<file path="config.mk">
export PLATFORM = sky130hd
export DESIGN_NAME = ln_prescaler
export DESIGN_NICKNAME = d
export VERILOG_FILES = /design/src/rtl/ln_prescaler_pkg.sv /design/src/rtl/ln_prescaler.sv
export SDC_FILE = /design/constraint.sdc
export NUM_CORES = 1
export LEC_CHECK = 0
export CORE_MARGIN = 1.5
export CORE_UTILIZATION = 42
export CTS_CLUSTER_SIZE = 28
export DETAILED_ROUTE_END_ITERATION = 8
export GPL_ROUTABILITY_DRIVEN = 0
export PLACE_DENSITY = 0.72
export SETUP_SLACK_MARGIN = 0.4
export SLEW_MARGIN = 20
export SYNTH_ARGS = -nofsm -noshare
export SYNTH_HDL_FRONTEND = slang
export SYNTH_SLANG_ARGS = --single-unit
</file>
<file path="constraint.sdc">
create_clock -name cp0 -period 1.8 [get_ports cp0]
set_input_delay 0.36 -clock cp0 [delete_from_list [all_inputs] [get_ports cp0]]
set_output_delay 0.36 -clock cp0 [all_outputs]
set_load 0.01 [all_outputs]
</file>
<file path="src/rtl/ln_prescaler_pkg.sv">
// ----------------------------------------------------------------------------
// ln_prescaler_pkg
// Constants shared by the divider/counter parts:
//   LN_DEFAULT_WIDTH  - default counter/preset width in bits
//   LN_RATIO_STALLED  - ratio encoding meaning "loaded with 0, counter stalled"
// Also holds the per-edge action type used by ln_prescaler.
// ----------------------------------------------------------------------------
package ln_prescaler_pkg;

    localparam int unsigned LN_DEFAULT_WIDTH = 4;
    localparam int unsigned LN_RATIO_STALLED = 0;

    // What the prescaler does on the next cp0 rise.
    typedef enum logic [2:0] {
        ACT_LOAD,   // pe: parallel load of p
        ACT_HOLD,   // inh: freeze everything, tc low
        ACT_START,  // first edge after reset: reload without tc
        ACT_STALL,  // ratio 0: wait for pe
        ACT_WRAP,   // q = 1: reload from p and pulse tc
        ACT_DEC     // q > 1: count down
    } ln_act_e;

endpackage

</file>
<file path="src/rtl/ln_prescaler.sv">
// ----------------------------------------------------------------------------
// ln_prescaler
// Programmable divide-by-N down-counter. Counts p, p-1, ..., 1 and reloads,
// emitting a one-cycle registered terminal-count pulse per period and a
// toggle output running at cp0 / 2N.
//
// Ports:
//   cp0     in   clock, all state changes on the rising edge
//   mr_n    in   master reset, asynchronous, active-low
//   p       in   divide ratio N (WIDTH bits)
//   pe      in   synchronous parallel enable, loads p, highest priority
//   inh     in   clock inhibit, holds the counter while high
//   q       out  current down-count value
//   tc      out  terminal-count pulse, one cp0 cycle wide (flop output)
//   div_out out  toggles once per tc (flop output)
// ----------------------------------------------------------------------------
module ln_prescaler
    import ln_prescaler_pkg::*;
#(
    parameter int unsigned WIDTH = LN_DEFAULT_WIDTH
) (
    input  logic             cp0,
    input  logic             mr_n,
    input  logic [WIDTH-1:0] p,
    input  logic             pe,
    input  logic             inh,
    output logic [WIDTH-1:0] q,
    output logic             tc,
    output logic             div_out
);

    localparam logic [WIDTH-1:0] ONE     = WIDTH'(1);
    localparam logic [WIDTH-1:0] STALLED = WIDTH'(LN_RATIO_STALLED);

    logic [WIDTH-1:0] r_q;
    logic [WIDTH-1:0] r_ratio;
    logic             r_tc;
    logic             r_div;
    logic             r_first;   // set by reset, cleared by the first load
    ln_act_e          w_act;

    // Priority: pe > inh > post-reset start > stall > wrap > decrement.
    // A stalled ratio always implies q = 0, so the stall test can use ratio.
    always_comb begin
        w_act = ACT_DEC;
        if (pe) begin
            w_act = ACT_LOAD;
        end else if (inh) begin
            w_act = ACT_HOLD;
        end else if (r_first) begin
            w_act = ACT_START;
        end else if (r_ratio == STALLED) begin
            w_act = ACT_STALL;
        end else if (r_q == ONE) begin
            w_act = ACT_WRAP;
        end
    end

    always_ff @(posedge cp0 or negedge mr_n) begin
        if (!mr_n) begin
            r_q     <= '0;
            r_ratio <= '0;
            r_tc    <= 1'b0;
            r_div   <= 1'b0;
            r_first <= 1'b1;
        end else begin
            r_tc <= 1'b0;
            case (w_act)
                ACT_LOAD, ACT_START: begin
                    r_q     <= p;
                    r_ratio <= p;
                    r_first <= 1'b0;
                end
                ACT_WRAP: begin
                    r_q     <= p;
                    r_ratio <= p;
                    r_tc    <= (p != '0);
                end
                ACT_DEC: begin
                    r_q <= r_q - ONE;
                end
                ACT_HOLD, ACT_STALL: begin
                end
                default: begin
                end
            endcase
            // div_out flips on the edge that closes a tc-high cycle; an
            // inhibited edge freezes it along with the rest of the state.
            if (r_tc && (w_act != ACT_HOLD)) begin
                r_div <= ~r_div;
            end
        end
    end

    assign q       = r_q;
    assign tc      = r_tc;
    assign div_out = r_div;

endmodule

</file>
==> load_flow_metrics.sql <==
INSERT INTO impl_metrics (metric_group, metric, value, unit) VALUES
('status', 'run_status', 'completed', ''),
('route', 'dr.pass1.iters', '4', ''),
('synthesis', 'synth.distinct_cells', '26', ''),
('clock_network', 'worstSkewPairLatency', '0.28', 'ns'),
('global_routing', 'grt_antenna_before_repair', '0', ''),
('timing', 'grt_setup_unrepaired', 'true', ''),
('cells_and_area', 'fill_cell_count', '95', ''),
('cells_and_area', 'layout-drive-gt1-share', '36.9', '%'),
('cells_and_area', 'syn_to_final_growth', '47.9', '%'),
('clock_network', 'cts_tree', 'built', ''),
('clock_network', 'cts_clk_pin_slew_worst_paths', '0.08', 'ns'),
('timing', 'worst_rel_slew_slack', '67.5', '%'),
('timing', 'final_hold_viol_count', '0', ''),
('timing', 'post_route_setup_tns', '0', 'ns'),
('setup_path', 'critical_path_class', 'flip-flop to flip-flop', ''),
('route', 'drc', '0', ''),
('placed_design', 'place_worst_setup_slack', '0.0836', 'ns'),
('global_routing', 'grt_max_degree', '12', ''),
('clock_network', 'postCtsHoldBufs', '0', ''),
('synthesis', 'mappedNetlistArea', '603', 'sq um'),
('clock_network', 'clk_root_buffer_cell', 'clkbuf_4', ''),
('synthesis', 'ys_warn_count', '0', ''),
('synthesis', 'syn-mean-instance-area', '10.4', 'sq um'),
('worst_hold_path', 'worst_hold_path_type', 'primary input to asynchronous set/reset pin', ''),
('synthesis', 'synthesis.nets', '68', ''),
('floorplanning', 'fp.dieW', '40.9', 'um'),
('clock_network', 'cts_buffers', '3', ''),
('clock_network', 'clock_sink_count', '11', ''),
('placed_design', 'io_buffers', '13', ''),
('pwr', 'total_power', '0.768', 'mW'),
('floorplanning', 'io_pins', '14', ''),
('floorplanning', 'die_height', '40.9', 'um'),
('timing', 'timing.final.max_slew_violations', '0', ''),
('cells_and_area', 'layout.cells.most_common', 'dfrtp_1', ''),
('floorplanning', 'initial_core_util', '45.8', '%'),
('setup_path', 'cp.required', '1.97', 'ns'),
('timing', 'period_minus_slack', '1.66', 'ns'),
('synthesis', 'post_synth_inst_count', '58', ''),
('setup_path', 'cp-end-kind', 'flip-flop', ''),
('pwr', 'leakagePower', '0.425', 'nW'),
('cells_and_area', 'num-nets-final', '95', ''),
('timing', 'worst-slew-pin-transition', '0.485', 'ns'),
('timing', 'fmaxAchievable', '604', 'MHz'),
('route', 'route.detailed.wl_per_inst', '14.8', 'um'),
('synthesis', 'synth.ff_latch_count', '11', ''),
('timing', 'setup_violations', '0', ''),
('cells_and_area', 'most-common-layout-cells', 'dfrtp_1, inv_1, clkdlybuf4s50_1, buf_4, dlygate4sd2_1', ''),
('synthesis', 'synth_seq_area_share', '45.9', '%'),
('setup_path', 'startpoint_type', 'flip-flop', ''),
('cells_and_area', 'final_area', '892', 'sq um'),
('setup_path', 'critical_path_arrival', '1.83', 'ns'),
('pwr', 'power_density_over_the_cells', '861', 'nW/um^2'),
('placed_design', 'hpwlAfterDp', '979', 'um'),
('timing', 'post-route-period-util', '92.0', '%'),
('route', 'drt_iter0_markers', '20', ''),
('floorplanning', 'core.rowCount', '13', ''),
('setup_path', 'critical_path.max_fanout', '4', ''),
('timing', 'final.setup.worst_slack', '0.144', 'ns'),
('clock_network', 'cts.htree.levels', '1', ''),
('placed_design', 'detailed_place.area', '796', 'sq um'),
('pwr', 'vdd_drop_max', '0.000471', 'V'),
('floorplanning', 'floorplan.core_area', '1320', 'sq um'),
('route', 'route.vias.total', '553', ''),
('route', 'route.detailed.vias_per_inst', '5.59', ''),
('clock_network', 'cts_max_path_buffers', '2', ''),
('job', 'maxCapViolations', '0', ''),
('cells_and_area', 'antenna_cells', '0', ''),
('global_routing', 'grt_overflow_total', '0', ''),
('global_routing', 'vias_in_the_first_global_route', '506', ''),
('global_routing', 'globalRouteTotalUtil', '21.3', '%'),
('floorplanning', 'die_area', '1670', 'sq um'),
('route', 'antenna_violating_nets_post_route', '0', ''),
('timing', 'timing.clock.skew', '0.00506', 'ns'),
('global_routing', 'grt_pass1_wl', '2.24', 'mm'),
('route', 'drt-total-wl', '1.46', 'mm');
==> kinds of logic (layout without fill, tap and decap cells) <==
kind of cell,Yosys count,count (layout),share of synthesized area [%]
flops,11,11,45.9
xor+xnor,1,1,1.45
fa+ha+maj,2,2,4.15
compound gates,13,13,13.5
buf+inv,9,35,5.60
simple gates,16,16,18.9
mux,6,6,10.6
==> per-stage QoR <==
stage                     util (%)  std cells  hold slack (ns)
after floorplan                  -         58           0.0644
final                         67.7         99            0.403
after global routing          67.7         99            0.448
after global placement        60.4         91            0.463
after detailed placement      60.4         91            0.477
after CTS                     66.4         99            0.430
==> cell usage after synthesis <==
cell	count	share of area, %
nor3_1	4	3.3
nand3_4	1	2.9
nor3_2	1	1.7
or2_1	1	1.0
o21ai_0	2	1.7
nor2_1	1	0.62
inv_1	8	5.0
or4_4	1	1.9
nor4_2	1	2.1
a31oi_1	1	1.0
xnor2_1	1	1.5
nor4_1	1	1.0
a21oi_1	2	1.7
nand2_1	4	2.5
or3b_4	1	1.9
a32oi_1	1	1.5
dfstp_2	1	4.4
mux2i_1	3	5.0
clkbuf_1	1	0.62
a22oi_1	2	2.5
ha_1	2	4.1
dfrtp_1	10	41
o22ai_1	3	3.1
a21o_1	1	1.2
mux2_1	3	5.6
o21ai_1	1	0.83
==> where the power goes <==
group	internal, mW	switching [mW]	leakage (nW)
registers	0.287	0.0375	0.129
clock network	0.0825	0.0955	0.0177
logic	0.144	0.121	0.279
total	0.513	0.254	0.425
==> worst max-delay path: stages (launching register included) <==
cell and delay [ns]:
dfrtp_1 0.39, inv_2 0.06, ha_1 0.12, or3b_4 0.39, o21ai_2 0.13, a21o_4 0.17
mux2_4 0.30
==> sequential cells by signal, summed over array words and instances, names as in the netlist <==
register and count:
tc 1, div_out 1, r_first 1, r_ratio 4
q 4
==> cell type report <==
type                    instances  area, sq um  area share [%]
inverters                       8         30.0            3.37
repair buffers                 23          201            22.6
clock buffers                   3         22.5            2.52
clock inverters                 1         5.00           0.561
multi-input cells              38          338            37.9
well taps                      15         18.8            2.10
flip-flops and latches         11          277            31.0
==> final timing paths <==
kind                         start          to  slack (ns)  cells after the start
max                           q[1]  r_ratio[2]        0.14                      6
min                           mr_n  r_ratio[0]        0.40                      1
max reg2reg                   q[1]  r_ratio[2]        0.14                      6
min reg2reg                div_out     div_out        0.49                      1
max in group asynchronous     mr_n     r_first        1.05                      1
min in group cp0           div_out     div_out        0.49                      1
==> repair_timing <==
| action | in CTS | in global routing |
|---|---|---|
| pin swaps | 3 | 4 |
| setup endpoints to repair | 15 | 10 |
| gates resized for setup | 15 | 7 |
| buffers inserted | 4 | 0 |
| gates cloned | 0 | 0 |
==> metal layers <==
metal	global-route usage (%)	routed length (um)	share of wire, %	vias up
met5	0	0	0	-
met4	11.7	25	1.7	0
met3	4.89	61	4.2	5
met2	33.2	711	49	16
met1	26.9	666	45	269
li1	-	-	-	263
Note: power is estimated with default switching activity, not from simulation.
